$ cat config.mk
export PLATFORM = sky130hd
export DESIGN_NAME = arb_protocol_monitor_flat
export DESIGN_NICKNAME = d
export VERILOG_FILES = /design/src/rtl/arb_mon_pkg.sv /design/src/rtl/arb_protocol_monitor_if.sv /design/src/rtl/arb_mon_chan.sv /design/src/rtl/arb_protocol_monitor.sv /design/src/flat_wrapper.sv
export SDC_FILE = /design/constraint.sdc
export NUM_CORES = 1
export LEC_CHECK = 0
export BUFFER_PORTS_ARGS = -buffer_cell sky130_fd_sc_hd__buf_2
export CAP_MARGIN = 20
export CORE_UTILIZATION = 44
export DETAILED_ROUTE_END_ITERATION = 10
export GPL_TIMING_DRIVEN = 0
export PLACE_DENSITY = 0.72
export SLEW_MARGIN = 20
export SYNTH_ARGS = -nofsm -noshare
export SYNTH_HDL_FRONTEND = slang
export SYNTH_HIERARCHICAL = 1
export SYNTH_SLANG_ARGS = --single-unit
$ cat constraint.sdc
create_clock -name clk -period 8.3 [get_ports clk]
set_clock_uncertainty 0.15 [all_clocks]
set_input_delay 1.66 -clock clk [delete_from_list [all_inputs] [get_ports clk]]
set_output_delay 1.66 -clock clk [all_outputs]
set_load 0.01 [all_outputs]
$ cat src/rtl/arb_mon_pkg.sv
// Shared types and helpers for the arbiter protocol monitor.
package arb_mon_pkg;

  // Per-requester life-cycle state.
  typedef enum logic [1:0] {
    IDLE,
    WAITING,
    GRANTED
  } arb_st_e;

  // Widest grant vector the popcount helper accepts; callers zero-extend.
  localparam int MAX_REQ = 32;

  // Number of bits set in a (zero-extended) grant vector.
  function automatic int unsigned popcount(input logic [MAX_REQ-1:0] v);
    int unsigned n;
    n = 0;
    for (int i = 0; i < MAX_REQ; i++) begin
      n += 32'(v[i]);
    end
    return n;
  endfunction

endpackage

$ cat src/rtl/arb_protocol_monitor_if.sv
// Request/grant arbitration bus observed by the monitor.
interface arb_protocol_monitor_if #(
  parameter int NUM_REQ = 4
);
  logic [NUM_REQ-1:0] request;
  logic [NUM_REQ-1:0] grant;

  // The arbiter side drives both vectors; the monitor only listens.
  modport master (output request, output grant);
  modport slave  (input  request, input  grant);
endinterface

$ cat src/rtl/arb_mon_chan.sv
// One requester's life-cycle tracker: FSM, wait counter, grant counter and
// sticky per-channel protocol flags. Offers a latency record to the top level
// on every edge where a grant starts.
module arb_mon_chan
  import arb_mon_pkg::*;
#(
  parameter int MAX_WAIT = 16,
  parameter int CNT_W    = 16,
  parameter int LAT_W    = $clog2(MAX_WAIT + 1)
) (
  input  logic             clk,
  input  logic             rst_n,
  input  logic             clear,
  input  logic             req,
  input  logic             gnt,
  output logic [CNT_W-1:0] grant_cnt,
  output logic             rec_valid,
  output logic [LAT_W-1:0] rec_lat,
  output logic             err_spurious,
  output logic             err_drop,
  output logic             err_starve
);

  localparam logic [LAT_W-1:0] WAIT_ONE = LAT_W'(1);
  localparam logic [LAT_W-1:0] WAIT_MAX = LAT_W'(MAX_WAIT);
  // With a threshold of one, simply entering WAITING already starves.
  localparam bit ENTRY_STARVES = (MAX_WAIT == 1);

  arb_st_e          state;
  logic [LAT_W-1:0] wcnt;
  logic             ev_start;
  logic             ev_spur;
  logic             ev_drop;
  logic             ev_starve;
  logic             enter_wait;

  // Decode this edge's events from the current state and sampled inputs.
  always_comb begin
    // NOTE: every always_comb output gets a default first so no path leaves it unassigned (no latch).
    ev_start   = 1'b0;
    ev_spur    = 1'b0;
    ev_drop    = 1'b0;
    ev_starve  = 1'b0;
    enter_wait = 1'b0;
    rec_lat    = '0;
    unique case (state)
      IDLE: begin
        ev_start   = req && gnt;
        ev_spur    = !req && gnt;
        enter_wait = req && !gnt;
      end
      WAITING: begin
        ev_start  = gnt;
        rec_lat   = wcnt;
        ev_drop   = !req && !gnt;
        ev_starve = req && !gnt && (wcnt == WAIT_MAX - WAIT_ONE);
      end
      GRANTED: begin
        ev_spur    = gnt && !req;
        enter_wait = req && !gnt;
      end
      default: ;
    endcase
    if (ENTRY_STARVES && enter_wait) ev_starve = 1'b1;
    rec_valid = ev_start;
  end

  // FSM and wait counter advance regardless of clear; statistics obey clear.
  always_ff @(posedge clk or negedge rst_n) begin
    // NOTE: sequential state uses non-blocking (<=) so every register samples pre-edge values.
    if (!rst_n) begin
      state        <= IDLE;
      wcnt         <= '0;
      grant_cnt    <= '0;
      err_spurious <= 1'b0;
      err_drop     <= 1'b0;
      err_starve   <= 1'b0;
    end else begin
      unique case (state)
        IDLE: begin
          if (req) state <= gnt ? GRANTED : WAITING;
          if (enter_wait) wcnt <= WAIT_ONE;
        end
        WAITING: begin
          if (gnt)                   state <= GRANTED;
          else if (!req)             state <= IDLE;
          else if (wcnt != WAIT_MAX) wcnt  <= wcnt + WAIT_ONE;
        end
        GRANTED: begin
          if (!gnt) state <= req ? WAITING : IDLE;
          if (enter_wait) wcnt <= WAIT_ONE;
        end
        default: state <= IDLE;
      endcase

      if (clear) begin
        grant_cnt    <= '0;
        err_spurious <= 1'b0;
        err_drop     <= 1'b0;
        err_starve   <= 1'b0;
      end else begin
        if (ev_start && (grant_cnt != '1)) grant_cnt <= grant_cnt + CNT_W'(1);
        if (ev_spur)   err_spurious <= 1'b1;
        if (ev_drop)   err_drop     <= 1'b1;
        if (ev_starve) err_starve   <= 1'b1;
      end
    end
  end

endmodule

$ cat src/rtl/arb_protocol_monitor.sv
// Passive monitor for an N-requester request/grant arbiter: per-requester
// grant counts, worst request-to-grant latency and sticky violation flags.
module arb_protocol_monitor
  import arb_mon_pkg::*;
#(
  parameter  int NUM_REQ  = 4,
  parameter  int MAX_WAIT = 16,
  parameter  int CNT_W    = 16,
  localparam int LAT_W    = $clog2(MAX_WAIT + 1)
) (
  input  logic                     clk,
  input  logic                     rst_n,
  arb_protocol_monitor_if.slave    bus,
  input  logic                     clear,
  output logic [NUM_REQ*CNT_W-1:0] grant_cnt,
  output logic [LAT_W-1:0]         max_lat,
  output logic                     err_multi,
  output logic [NUM_REQ-1:0]       err_spurious,
  output logic [NUM_REQ-1:0]       err_drop,
  output logic [NUM_REQ-1:0]       err_starve,
  output logic                     err_any
);

  logic [NUM_REQ-1:0] rec_valid;
  logic [LAT_W-1:0]   rec_lat [NUM_REQ];
  logic [LAT_W-1:0]   lat_best;
  logic               multi_now;

  for (genvar gi = 0; gi < NUM_REQ; gi++) begin : g_chan
    arb_mon_chan #(
      .MAX_WAIT (MAX_WAIT),
      .CNT_W    (CNT_W),
      .LAT_W    (LAT_W)
    ) u_chan (
      .clk          (clk),
      .rst_n        (rst_n),
      .clear        (clear),
      .req          (bus.request[gi]),
      .gnt          (bus.grant[gi]),
      .grant_cnt    (grant_cnt[gi*CNT_W +: CNT_W]),
      .rec_valid    (rec_valid[gi]),
      .rec_lat      (rec_lat[gi]),
      .err_spurious (err_spurious[gi]),
      .err_drop     (err_drop[gi]),
      .err_starve   (err_starve[gi])
    );
  end

  // Largest latency recorded by any channel on this edge, plus overlap check.
  always_comb begin
    lat_best = '0;
    for (int i = 0; i < NUM_REQ; i++) begin
      if (rec_valid[i] && (rec_lat[i] > lat_best)) lat_best = rec_lat[i];
    end
    // NUM_REQ must not exceed MAX_REQ for the zero-extension to be lossless.
    multi_now = popcount(MAX_REQ'(bus.grant)) > 1;
  end

  // Global statistics; err_any lags the flags it summarises by one edge.
  always_ff @(posedge clk or negedge rst_n) begin
    if (!rst_n) begin
      max_lat   <= '0;
      err_multi <= 1'b0;
      err_any   <= 1'b0;
    end else if (clear) begin
      max_lat   <= '0;
      err_multi <= 1'b0;
      err_any   <= 1'b0;
    end else begin
      if (lat_best > max_lat) max_lat <= lat_best;
      if (multi_now) err_multi <= 1'b1;
      err_any <= err_multi | (|err_spurious) | (|err_drop) | (|err_starve);
    end
  end

endmodule
$ cat src/flat_wrapper.sv
// flat-port wrapper written by rule: the top's interface ports become plain ports
module arb_protocol_monitor_flat import arb_mon_pkg::*;
#(
  parameter  int NUM_REQ  = 4,
  parameter  int MAX_WAIT = 16,
  parameter  int CNT_W    = 16,
  localparam int LAT_W    = $clog2(MAX_WAIT + 1)
)
  (clk, rst_n, clear, grant_cnt, max_lat, err_multi, err_spurious, err_drop, err_starve, err_any, bus_request, bus_grant);
  arb_protocol_monitor_if #(.NUM_REQ(NUM_REQ)) bus_i ();
  input  logic clk;
  input  logic rst_n;
  input  logic clear;
  output logic [NUM_REQ*CNT_W-1:0] grant_cnt;
  output logic [LAT_W-1:0] max_lat;
  output logic err_multi;
  output logic [NUM_REQ-1:0] err_spurious;
  output logic [NUM_REQ-1:0] err_drop;
  output logic [NUM_REQ-1:0] err_starve;
  output logic err_any;
  input wire logic [$bits(bus_i.request)-1:0] bus_request;
  input wire logic [$bits(bus_i.grant)-1:0] bus_grant;
  assign bus_i.request = bus_request;
  assign bus_i.grant = bus_grant;
  arb_protocol_monitor #(.NUM_REQ(NUM_REQ), .MAX_WAIT(MAX_WAIT), .CNT_W(CNT_W)) u_core (.clk(clk), .rst_n(rst_n), .bus(bus_i), .clear(clear), .grant_cnt(grant_cnt), .max_lat(max_lat), .err_multi(err_multi), .err_spurious(err_spurious), .err_drop(err_drop), .err_starve(err_starve), .err_any(err_any));
endmodule
==> results_tabular.tex <==
\begin{tabular}{lr}
\hline
Metric & Value \\
\hline
\multicolumn{2}{l}{\textbf{Hold path}} \\
\quad Number of stages on the worst hold path & 2 \\
\quad End point of the worst hold path & u\_core/g\_chan[2].u\_chan/err\_starve\$\_DFFE\_PN0P\_ \\
\quad Worst hold-check path type & flop to flop \\
\quad Launch instance of the worst min-delay path & u\_core/g\_chan[2].u\_chan/err\_starve\$\_DFFE\_PN0P\_ \\
\multicolumn{2}{l}{\textbf{Floorplan}} \\
\quad Die Footprint & 17200 um2 \\
\quad Area inside the core boundary & 16060 um2 \\
\quad Initial Util & 0.4570 \\
\quad Number of top-level pins & 94 \\
\quad Placement Rows & 46 \\
\quad Die outline width & 131.1 um \\
\quad Floorplan die height & about 130 um \\
\multicolumn{2}{l}{\textbf{Global route}} \\
\quad Total global routing track utilization & 0.2064 \\
\quad Initial antenna violation count & 0 \\
\quad Via count of the first global-routing pass & 5897 \\
\quad Total congestion overflow & 0 \\
\quad Global-route wire length before repair & 29150 um \\
\quad Largest net degree at the start of global routing & 64 \\
\multicolumn{2}{l}{\textbf{Worst setup path}} \\
\quad Startpoint of the worst register-to-register path & u\_core/g\_chan[0].u\_chan/state[0]\$\_DFFE\_PN0P\_ \\
\quad Critical path data arrival time & 7.72 ns \\
\quad Cell type of the slowest stage on the worst timing path & sky130\_fd\_sc\_hd\_\_a311oi\_2 \\
\quad Nature of the critical path endpoint & flop \\
\quad Critical path required time & 8.42 ns \\
\quad Worst R2R Setup Slack & 1.64 ns \\
\quad Category of cells accounting for the largest share of critical-path delay & compound AO/OA/AOI/OAI gates \\
\quad Startpoint Class & primary input \\
\quad Depth of the most critical reg-to-reg path & 31 \\
\quad Number of buffer and inverter instances along the worst setup path & 6 \\
\quad Crit Reg-Reg Endpoint & u\_core/max\_lat[2]\$\_DFFE\_PN0P\_ \\
\quad Category of the most critical setup path & primary input to flop \\
\quad Worst stage delay on the critical path & 0.33 ns \\
\quad Largest fanout on the critical path & 10 \\
\multicolumn{2}{l}{\textbf{Clock tree}} \\
\quad Clock latency on the worst-skew pair & 0.36 ns \\
\quad TritonCTS clock tree & yes \\
\quad Clk sink count & 111 \\
\quad Hold Buf Count CTS & 0 \\
\quad Clock Tree Root & sky130\_fd\_sc\_hd\_\_clkbuf\_16 \\
\quad H-tree levels & 3 \\
\quad Setup bufs post-CTS & 0 \\
\quad Num CTS Buffers & 9 \\
\quad CTS clock-pin slew for the worst setup and hold paths & 0.07 ns \\
\quad Clock Tree Buf Depth & 2 \\
\quad Resized Gates After CTS & 0 \\
\multicolumn{2}{l}{\textbf{STA}} \\
\quad Final number of setup-violating endpoints & 0 \\
\quad Pin slew with the least headroom to its limit & about 0.74 ns \\
\quad Post-layout min period & between 7 and 8 ns \\
\quad PnR worst setup slack & slightly below 0.7 ns \\
\quad Final hold viol count & 0 \\
\quad RSZ-0062 raised after global routing & no \\
\quad Highest achievable clock rate & 131.4 MHz \\
\quad Worst max-slew margin expressed relative to the limit & 0.5074 \\
\quad Number of max-slew violations in the final report & 0 \\
\quad Share of the cycle needed by the critical path after routing & 0.9167 \\
\quad Setup TNS & 0 ns \\
\quad Worst hold margin & 0.3731 ns \\
\multicolumn{2}{l}{\textbf{Synthesis}} \\
\quad Yosys warning total & 6 \\
\quad Fraction of the yosys area taken by sequential cells & 0.3785 \\
\quad Top cell type's share of synthesized area & 0.3785 \\
\quad Count of mapped cells out of synthesis & 804 \\
\quad Commonest register cell after synthesis & sky130\_fd\_sc\_hd\_\_dfrtp\_1 \\
\quad Netlist cell types & 62 \\
\quad Share of async-settable or async-resettable flops after synthesis & 1.000 \\
\quad Area fraction in compound gates after synthesis & 0.1732 \\
\quad Avg Inst Size Synth & 9.127 um2 \\
\quad Area fraction in and, or, nand and nor cells after synthesis & 0.2953 \\
\quad Area share of xor/xnor cells in the synthesized design & 0 \\
\quad Mapped cell area & between 7000 and 8000 um2 \\
\quad Cells taking the most area after synthesis & sky130\_fd\_sc\_hd\_\_dfrtp\_1, sky130\_fd\_sc\_hd\_\_ha\_1, sky130\_fd\_sc\_hd\_\_a21oi\_1, sky130\_fd\_sc\_hd\_\_nor2\_1, sky130\_fd\_sc\_hd\_\_mux2\_2 \\
\quad Yosys reg bits & 111 \\
\quad Nets in the synthesized netlist & 852 \\
\quad Synth area leader & sky130\_fd\_sc\_hd\_\_dfrtp\_1 \\
\quad Portion of netlist area occupied by mux cells & 0.03990 \\
\quad Post-synth EDFFs & 0 \\
\quad Adder-Cell Fraction of Synth Area & 0.06411 \\
\quad Main combinational cell family by area after synthesis & simple AND/OR/NAND/NOR gates \\
\multicolumn{2}{l}{\textbf{Finish}} \\
\quad Fraction of the core area covered by cells at the end of the flow & 0.5212 \\
\quad Nets & 957 \\
\quad Fillers & 1484 \\
\quad Commonest cells after routing, fill and taps aside & sky130\_fd\_sc\_hd\_\_dfrtp\_1, sky130\_fd\_sc\_hd\_\_buf\_2, sky130\_fd\_sc\_hd\_\_nor2\_1, sky130\_fd\_sc\_hd\_\_a21oi\_1, sky130\_fd\_sc\_hd\_\_nand2\_1 \\
\quad Layout overhead on the synthesized area & 14.05\% \\
\quad N\_diodes & 0 \\
\quad Fraction of layout cells with a size suffix above 1 & 0.2105 \\
\quad Most common cell after layout, fill and taps aside & sky130\_fd\_sc\_hd\_\_dfrtp\_1 \\
\multicolumn{2}{l}{\textbf{Drt}} \\
\quad Initial DRC Count & roughly 380 \\
\quad Final wirelength & 17160 um \\
\quad DRC errors left & 0 \\
\quad Number of search-and-repair iterations in the first detailed-routing pass & 5 \\
\quad Total vias in the final route & 6409 \\
\quad WL per Instance & 15.21 um \\
\quad Vias per std cell & $\sim$5.7 \\
\quad Number of routed nets with antenna violations & 0 \\
\multicolumn{2}{l}{\textbf{Placed design}} \\
\quad I/O Buffers & 93 \\
\quad Post-Place Worst Slack & 0.3660 ns \\
\quad RD Place Congestion & 0.8320 \\
\quad Detailed Place HPWL & 12730 um \\
\multicolumn{2}{l}{\textbf{Pwr}} \\
\quad Static leakage & 3.776 nW \\
\quad Power consumption & 0.001132 W \\
\quad Power per standard cell area & 135.3 nW/um2 \\
\quad Worst-case vdd ir drop & between 100 and 150 uV \\
\multicolumn{2}{l}{\textbf{Outcome}} \\
\quad Run status & finished, final reports clean \\
\multicolumn{2}{l}{\textbf{Flow run}} \\
\quad Max-cap check violation count & 0 \\
\hline
\end{tabular}
## logic make-up after synthesis
logic type,count (synthesis)
buf+inv,70
fa+ha+maj,37
flops,111
mux,26
compound gates,189
simple gates,371
## worst reg2reg max path: cells and delay by family (launching register included)
family	cells	cell delay (ns)
AOI/OAI and AO/OA	15	3.01
and+or+nand+nor	6	0.92
buffers and inverters	6	1.07
DFF	1	0.37
adders and majority gates	4	1.04
## report_power, final
| part | internal [W] | total [W] | switching, W |
|---|---|---|---|
| sequential | 0.000557 | 0.000577 | 0.0000198 |
| clock | 0.000201 | 0.000404 | 0.000203 |
| combinational | 0.0000580 | 0.000152 | 0.0000935 |
| total | 0.000816 | 0.00113 | 0.000316 |
## how the worst max path moves through the flow
| stage | startpoint | endpoint | slack (ns) | cells after the start |
|---|---|---|---|---|
| floorplan | bus_request[0] | u_core/max_lat[3]$_DFFE_PN0P_ | 1.24 | 30 |
| global placement | bus_request[0] | u_core/max_lat[2]$_DFFE_PN0P_ | 0.44 | 31 |
| detailed placement | bus_request[0] | u_core/max_lat[2]$_DFFE_PN0P_ | 0.37 | 31 |
| CTS | bus_request[0] | u_core/max_lat[2]$_DFFE_PN0P_ | 0.74 | 31 |
| global route | bus_request[0] | u_core/max_lat[2]$_DFFE_PN0P_ | 0.15 | 30 |
| finish | bus_request[0] | u_core/max_lat[2]$_DFFE_PN0P_ | 0.69 | 31 |
## area by class of cell
type,instances,area (um2),area share
inverters,42,157.7,0.01884
multi-input cells,623,4202,0.5020
flip-flops and latches,111,2778,0.3319
clock buffers,9,225.2,0.02691
plain buffers,28,201.4,0.02407
clock inverters,5,36.28,0.004335
repair buffers,94,499.2,0.05965
well taps,216,270.3,0.03229
## sequential cells by signal, summed over array words and instances (netlist names)
name,cells
u_core/err_multi,1
u_core/max_lat,5
u_core/g_chan.u_chan/wcnt,20
u_core/g_chan.u_chan/err_starve,4
u_core/g_chan.u_chan/err_spurious,4
u_core/err_any,1
u_core/g_chan.u_chan/state,8
u_core/g_chan.u_chan/grant_cnt,64
u_core/g_chan.u_chan/err_drop,4
## routing by layer
| layer | routed length (um) | track usage |
|---|---|---|
| met1 | 8160 | 0.2839 |
| met5 | 0 | 0 |
| met2 | 7955 | 0.3248 |
| met3 | 734 | 0.04244 |
| met4 | 308 | 0.06275 |
## synth_stat cells (all sizes together), types with 11 or more instances
master	instances
a31oi	11
nand4	14
or3	24
or4	20
o21ai	39
nor2b	33
nand2	53
mux2	26
buf	27
and2	18
nor2	69
nor4	29
o211ai	15
ha	36
dfrtp	111
inv	42
o31ai	20
a21oi	61
nand3	41
## metrics by stage
| step | cells | area (um2) |
|---|---|---|
| 6_report | 1128 | 8369 |
| 4_1_cts | 1128 | 8369 |
| 3_5_place_dp | 1114 | 8108 |
| 5_1_grt | 1128 | 8369 |
| 2_1_floorplan | 804 | 7338 |
| 3_3_place_gp | 1113 | 8074 |
(Power assumes the default switching activity.)
